**src/rtl/pong_match_ctrl.sv**
```systemverilog
// rtl/pong_match_ctrl.sv - Pong match sequencer: serve/play/point/over flow, scoring and ball gating
// All outputs come from flops; the registered outputs are decoded from next-state values.
module pong_match_ctrl #(
  parameter int WIN_SCORE          = 7,
  parameter int SERVE_DELAY_FRAMES = 60,
  parameter int POINT_DELAY_FRAMES = 90,
  parameter int SCORE_W            = 4,
  parameter int CNT_W              = 8
) (
  input  logic               clk,
  input  logic               reset,
  input  logic               start,
  input  logic               frame_tick,
  input  logic               miss_left,
  input  logic               miss_right,
  output logic               paddle_en,
  output logic               ball_reset,
  output logic               ball_launch,
  output logic               serve_dir,
  output logic [SCORE_W-1:0] player_score,
  output logic [SCORE_W-1:0] ai_score,
  output logic               game_over,
  output logic [2:0]         state
);

  typedef enum logic [2:0] {
    S_IDLE  = 3'd0,
    S_SERVE = 3'd1,
    S_PLAY  = 3'd2,
    S_POINT = 3'd3,
    S_OVER  = 3'd4
  } state_t;

  localparam logic [SCORE_W-1:0] WIN      = SCORE_W'(WIN_SCORE);
  localparam logic [SCORE_W-1:0] ONE_PT   = SCORE_W'(1);
  localparam logic [CNT_W-1:0]   SERVE_CT = CNT_W'(SERVE_DELAY_FRAMES);
  localparam logic [CNT_W-1:0]   POINT_CT = CNT_W'(POINT_DELAY_FRAMES);
  localparam logic [CNT_W-1:0]   ONE_CT   = CNT_W'(1);

  state_t             state_q, state_d;
  logic [CNT_W-1:0]   cnt_q, cnt_d;
  logic [SCORE_W-1:0] player_d, ai_d;
  logic               dir_d, launch_d;
  logic               start_q;
  logic               start_edge;

  assign start_edge = start & ~start_q;
  assign state      = state_q;

  always_comb begin
    state_d  = state_q;
    cnt_d    = cnt_q;
    player_d = player_score;
    ai_d     = ai_score;
    dir_d    = serve_dir;
    launch_d = 1'b0;
    case (state_q)
      S_IDLE, S_OVER: begin
        if (start_edge) begin
          state_d  = S_SERVE;
          cnt_d    = SERVE_CT;
          player_d = '0;
          ai_d     = '0;
          dir_d    = 1'b0;
        end
      end
      S_SERVE: begin
        if (frame_tick) begin
          cnt_d = cnt_q - ONE_CT;
          if (cnt_q == ONE_CT) begin
            state_d  = S_PLAY;
            launch_d = 1'b1;
          end
        end
      end
      S_PLAY: begin
        // A simultaneous double miss is a replay: nobody scores
        if (miss_left && miss_right) begin
          state_d = S_POINT;
          cnt_d   = POINT_CT;
        end else if (miss_left) begin
          if (ai_score != WIN) ai_d = ai_score + ONE_PT;
          dir_d   = 1'b0;
          cnt_d   = POINT_CT;
          state_d = (ai_d == WIN) ? S_OVER : S_POINT;
        end else if (miss_right) begin
          if (player_score != WIN) player_d = player_score + ONE_PT;
          dir_d   = 1'b1;
          cnt_d   = POINT_CT;
          state_d = (player_d == WIN) ? S_OVER : S_POINT;
        end
      end
      S_POINT: begin
        if (frame_tick) begin
          if (cnt_q == ONE_CT) begin
            state_d = S_SERVE;
            cnt_d   = SERVE_CT;
          end else begin
            cnt_d = cnt_q - ONE_CT;
          end
        end
      end
      default: begin
        state_d  = S_IDLE;
        cnt_d    = '0;
        player_d = '0;
        ai_d     = '0;
        dir_d    = 1'b0;
      end
    endcase
  end

  always_ff @(posedge clk) begin
    if (reset) begin
      state_q      <= S_IDLE;
      cnt_q        <= '0;
      player_score <= '0;
      ai_score     <= '0;
      start_q      <= 1'b0;
      serve_dir    <= 1'b0;
      ball_launch  <= 1'b0;
      paddle_en    <= 1'b0;
      ball_reset   <= 1'b1;
      game_over    <= 1'b0;
    end else begin
      state_q      <= state_d;
      cnt_q        <= cnt_d;
      player_score <= player_d;
      ai_score     <= ai_d;
      start_q      <= start;
      serve_dir    <= dir_d;
      ball_launch  <= launch_d;
      paddle_en    <= (state_d == S_SERVE) || (state_d == S_PLAY);
      ball_reset   <= (state_d != S_PLAY);
      game_over    <= (state_d == S_OVER);
    end
  end

endmodule

```
**config.mk**
```make
export PLATFORM = sky130hd
export DESIGN_NAME = pong_match_ctrl
export DESIGN_NICKNAME = d
export VERILOG_FILES = /design/src/rtl/pong_match_ctrl.sv
export SDC_FILE = /design/constraint.sdc
export NUM_CORES = 1
export LEC_CHECK = 0
export ABC_AREA = 1
export BUFFER_PORTS_ARGS = -buffer_cell sky130_fd_sc_hd__buf_2
export CAP_MARGIN = 30
export CORE_UTILIZATION = 45
export DETAILED_ROUTE_END_ITERATION = 8
export HOLD_SLACK_MARGIN = 0.06
export PLACE_DENSITY = 0.7
export SLEW_MARGIN = 40
export SYNTH_ARGS = -nofsm -noshare
export SYNTH_HDL_FRONTEND = slang
export SYNTH_SLANG_ARGS = --single-unit
```
**constraint.sdc**
```tcl
create_clock -name clk -period 1.85 [get_ports clk]
set_clock_uncertainty 0.1 [all_clocks]
set_input_delay 0.37 -clock clk [delete_from_list [all_inputs] [get_ports clk]]
set_output_delay 0.37 -clock clk [all_outputs]
set_load 0.005 [all_outputs]
```
==> results.py <==
metrics = {
    "status": {
        "status": "finished clean",
    },
    "critical_path": {
        "crit_chain": "ha_1 -> nand2_1 -> nor2_1 -> nor2_1 -> nor2_1 -> nand2_1 -> nand3_1 -> nand3_1 -> nand3_1 -> nand2_1",
        "crit_path_max_incr_delay_ns": 0.39,
        "crit_family": "simple AND/OR/NAND/NOR gates",
        "cp-end-kind": "register",
        "crit_required_ns": 2.00,
        "worstReg2RegEnd": "paddle_en",
        "slowest_stage": "dfxtp_2",
        "r2r_slack_ns": 0.17,
        "worstReg2RegStart": "player_score[1]",
        "path_buf_inv": 0,
        "worst-r2r-cell-count": 10,
        "cp_data_arrival_time_ns": 1.83,
        "startpoint_type": "register",
        "worst-setup-path-type": "reg -> reg",
        "crit_fanout": 5,
    },
    "detailed_routing": {
        "top_layer": "met4",
        "route.vias.total": 1415,
        "wl_met3_um": 126,
        "wire_per_inst_um": 10.3,
        "drc": 0,
        "antenna_left": 0,
        "drtPass1Iterations": 4,
        "met1_length_um": 1570,
        "drt_wl_total_um": 3030,
        "via_per_inst": 4.81,
        "met2WireLength_um": 1310,
        "drtIter0Drc": 21,
    },
    "timing": {
        "hold_violations": 0,
        "fin_crit_sh": 0.909,
        "setup_violations": 0,
        "fmax_ghz": 0.594,
        "worstMarginPinSlew_ns": 0.352,
        "drv_slew": 0,
        "hold_ws_ns": 0.146,
        "setup_ws_ns": 0.168,
        "finalCriticalPeriod_ns": 1.68,
        "maxSlewHeadroom": 0.765,
    },
    "worst_hold_path": {
        "worstHoldEndpoint": "start_q",
        "hold_path_depth": 3,
        "hp-start": "start",
        "min_path_type": "in -> reg",
    },
    "clock_tree": {
        "clockBufferDepth": 2,
        "htree_levels": 1,
        "clkTransAtPathRegs_ns": 0.15,
        "cts_buffers": 3,
        "cts_root_buf": "clkbuf_4",
        "post_cts_resized": 0,
        "cts_tree": "built",
        "postCtsSetupBuffers": 0,
        "clock_latency_ns": 0.33,
        "cts_num_sinks": 25,
        "ctsHoldBuffers": 0,
    },
    "global_route": {
        "grt_pass1_wl_um": 5240,
        "grt_overflow": 0,
        "grt_pass1_vias": 1244,
        "grt_max_degree": 17,
        "grt_antenna_before_repair": 0,
        "grt_usage": 0.195,
    },
    "power": {
        "power_mw": 1.16,
        "vdd_drop_max_mv": 0.553,
        "p_leak_nw": 0.797,
        "powerDensity_nw_per_um2": 692,
    },
    "yosys": {
        "synth_xor_area_frac": 0.0240,
        "netlist_area_um2": 1460,
        "ys_ff_latch": 25,
        "synth_ff_type": "dfxtp_1",
        "netlist_top_cells_area": "dfxtp_1, nand2_1, inv_1, nor2_1, nand3_1",
        "yosysSeqAreaShare": 0.343,
        "synth_compound_area_frac": 0.162,
        "synth_top_family_by_area": "simple AND/OR/NAND/NOR gates",
        "synthesis.yosys.warnings": 0,
        "syn-num-nets": 233,
        "synth-edff-count": 0,
        "synthSimpleGateAreaFrac": 0.345,
        "synth_common_cells": "nand2_1, inv_1, nor2_1",
        "synth_top_area_share": 0.343,
        "syn_inst": 223,
        "synth_cell_types": 29,
        "synth_mux_area_frac": 0,
        "synthesis.area_per_instance_um2": 6.54,
        "yosysTopAreaCell": "dfxtp_1",
        "async_flop_share": 0,
        "post-synth-top-count-cell": "nand2_1",
        "synth-adder-area-share": 0.0343,
    },
    "die": {
        "die_y_um": 58.9,
        "start_util": 0.478,
        "dieArea_um2": 3470,
        "row_count": 20,
        "coreArea_um2": 3050,
        "boundaryPins": 22,
        "die_width_um": 58.9,
    },
    "job": {
        "drv_cap": 0,
    },
    "layout": {
        "design_area_um2": 1680,
        "syn_to_final_growth_pct": 14.9,
        "antenna_cells": 0,
        "layout-drive-gt1-share": 0.176,
        "finalNetCount": 261,
    },
    "place": {
        "post-place-ws_ns": 0.148,
        "dp_hpwl_um": 2340,
        "routabilityCongestion": 0.876,
        "dpl_cell_area_um2": 1640,
        "place.port_buffers": 21,
    },
}
## cells by family after synthesis
logic type                 after synthesis
buffers and inverters                   35
adders and majority gates                4
xor gates and xnor gates                 4
AOI/OAI and AO/OA                       38
and+or+nand+nor                        117
DFF                                     25
## stage by stage
| stage | instances | utilization | setup TNS (ns) |
|---|---|---|---|
| after global placement | 290 | 0.538 | 0 |
| after global routing | 294 | 0.549 | -0.000999 |
| after floorplan | 223 | - | 0 |
| after CTS | 294 | 0.548 | 0 |
| after detailed placement | 290 | 0.538 | 0 |
| final | 294 | 0.549 | 0 |
## area by class of cell
class                   count  area (um2)
well taps                  44        55.1
clock inverters             1        8.76
clock buffers               3        22.5
repair buffers             25         135
inverters                  33         126
multi-input cells         163         825
fillers                   336        1380
flip-flops and latches     25         504
## tightest hold or removal path, cell delays in order
cell	delay [ns]
buf_2	0.11
inv_1	0.04
nor2_1	0.03
## cell usage in the layout (no fill, tap or decap), types with 2 or more instances in the layout
cell type / count
dfxtp_1: 22
nand2_1: 62
buf_2: 21
o21ai_0: 8
o32ai_1: 2
nor2_1: 29
nor2_4: 2
a211oi_1: 3
nand3_1: 19
a21oi_1: 15
nand2_2: 3
dfxtp_2: 3
clkbuf_4: 3
o22ai_1: 2
xor2_1: 3
ha_1: 4
inv_1: 30
buf_4: 4
## how the worst max path moves through the flow
stage,depth (start not counted),to,slack [ns],from
after floorplan,10,state[1],0.27,player_score[0]
after global placement,12,paddle_en,0.19,ai_score[0]
after detailed placement,10,paddle_en,0.15,player_score[1]
after CTS,10,paddle_en,0.12,player_score[1]
after global routing,12,paddle_en,-0.001,ai_score[0]
final,10,paddle_en,0.17,player_score[1]
## where the power goes
part           leakage [nW]  internal [mW]  switching (mW)
combinational         0.572          0.110           0.175
clock                0.0183         0.0884           0.183
sequential            0.206          0.574          0.0298
total                 0.797          0.773           0.387
## flip-flops by register name, summed over array words and instances, names as in the netlist
signal / flops
cnt_q: 8
ai_score: 4
player_score: 4
state: 3
ball_launch: 1
ball_reset: 1
game_over: 1
paddle_en: 1
serve_dir: 1
start_q: 1
## routing by layer
metal	vias to the layer above	GRT usage
met1	615	0.275
li1	776	-
met2	20	0.292
met4	0	0.0680
met3	4	0.0418
met5	-	0
No activity file was read; power rests on OpenSTA's default activity.
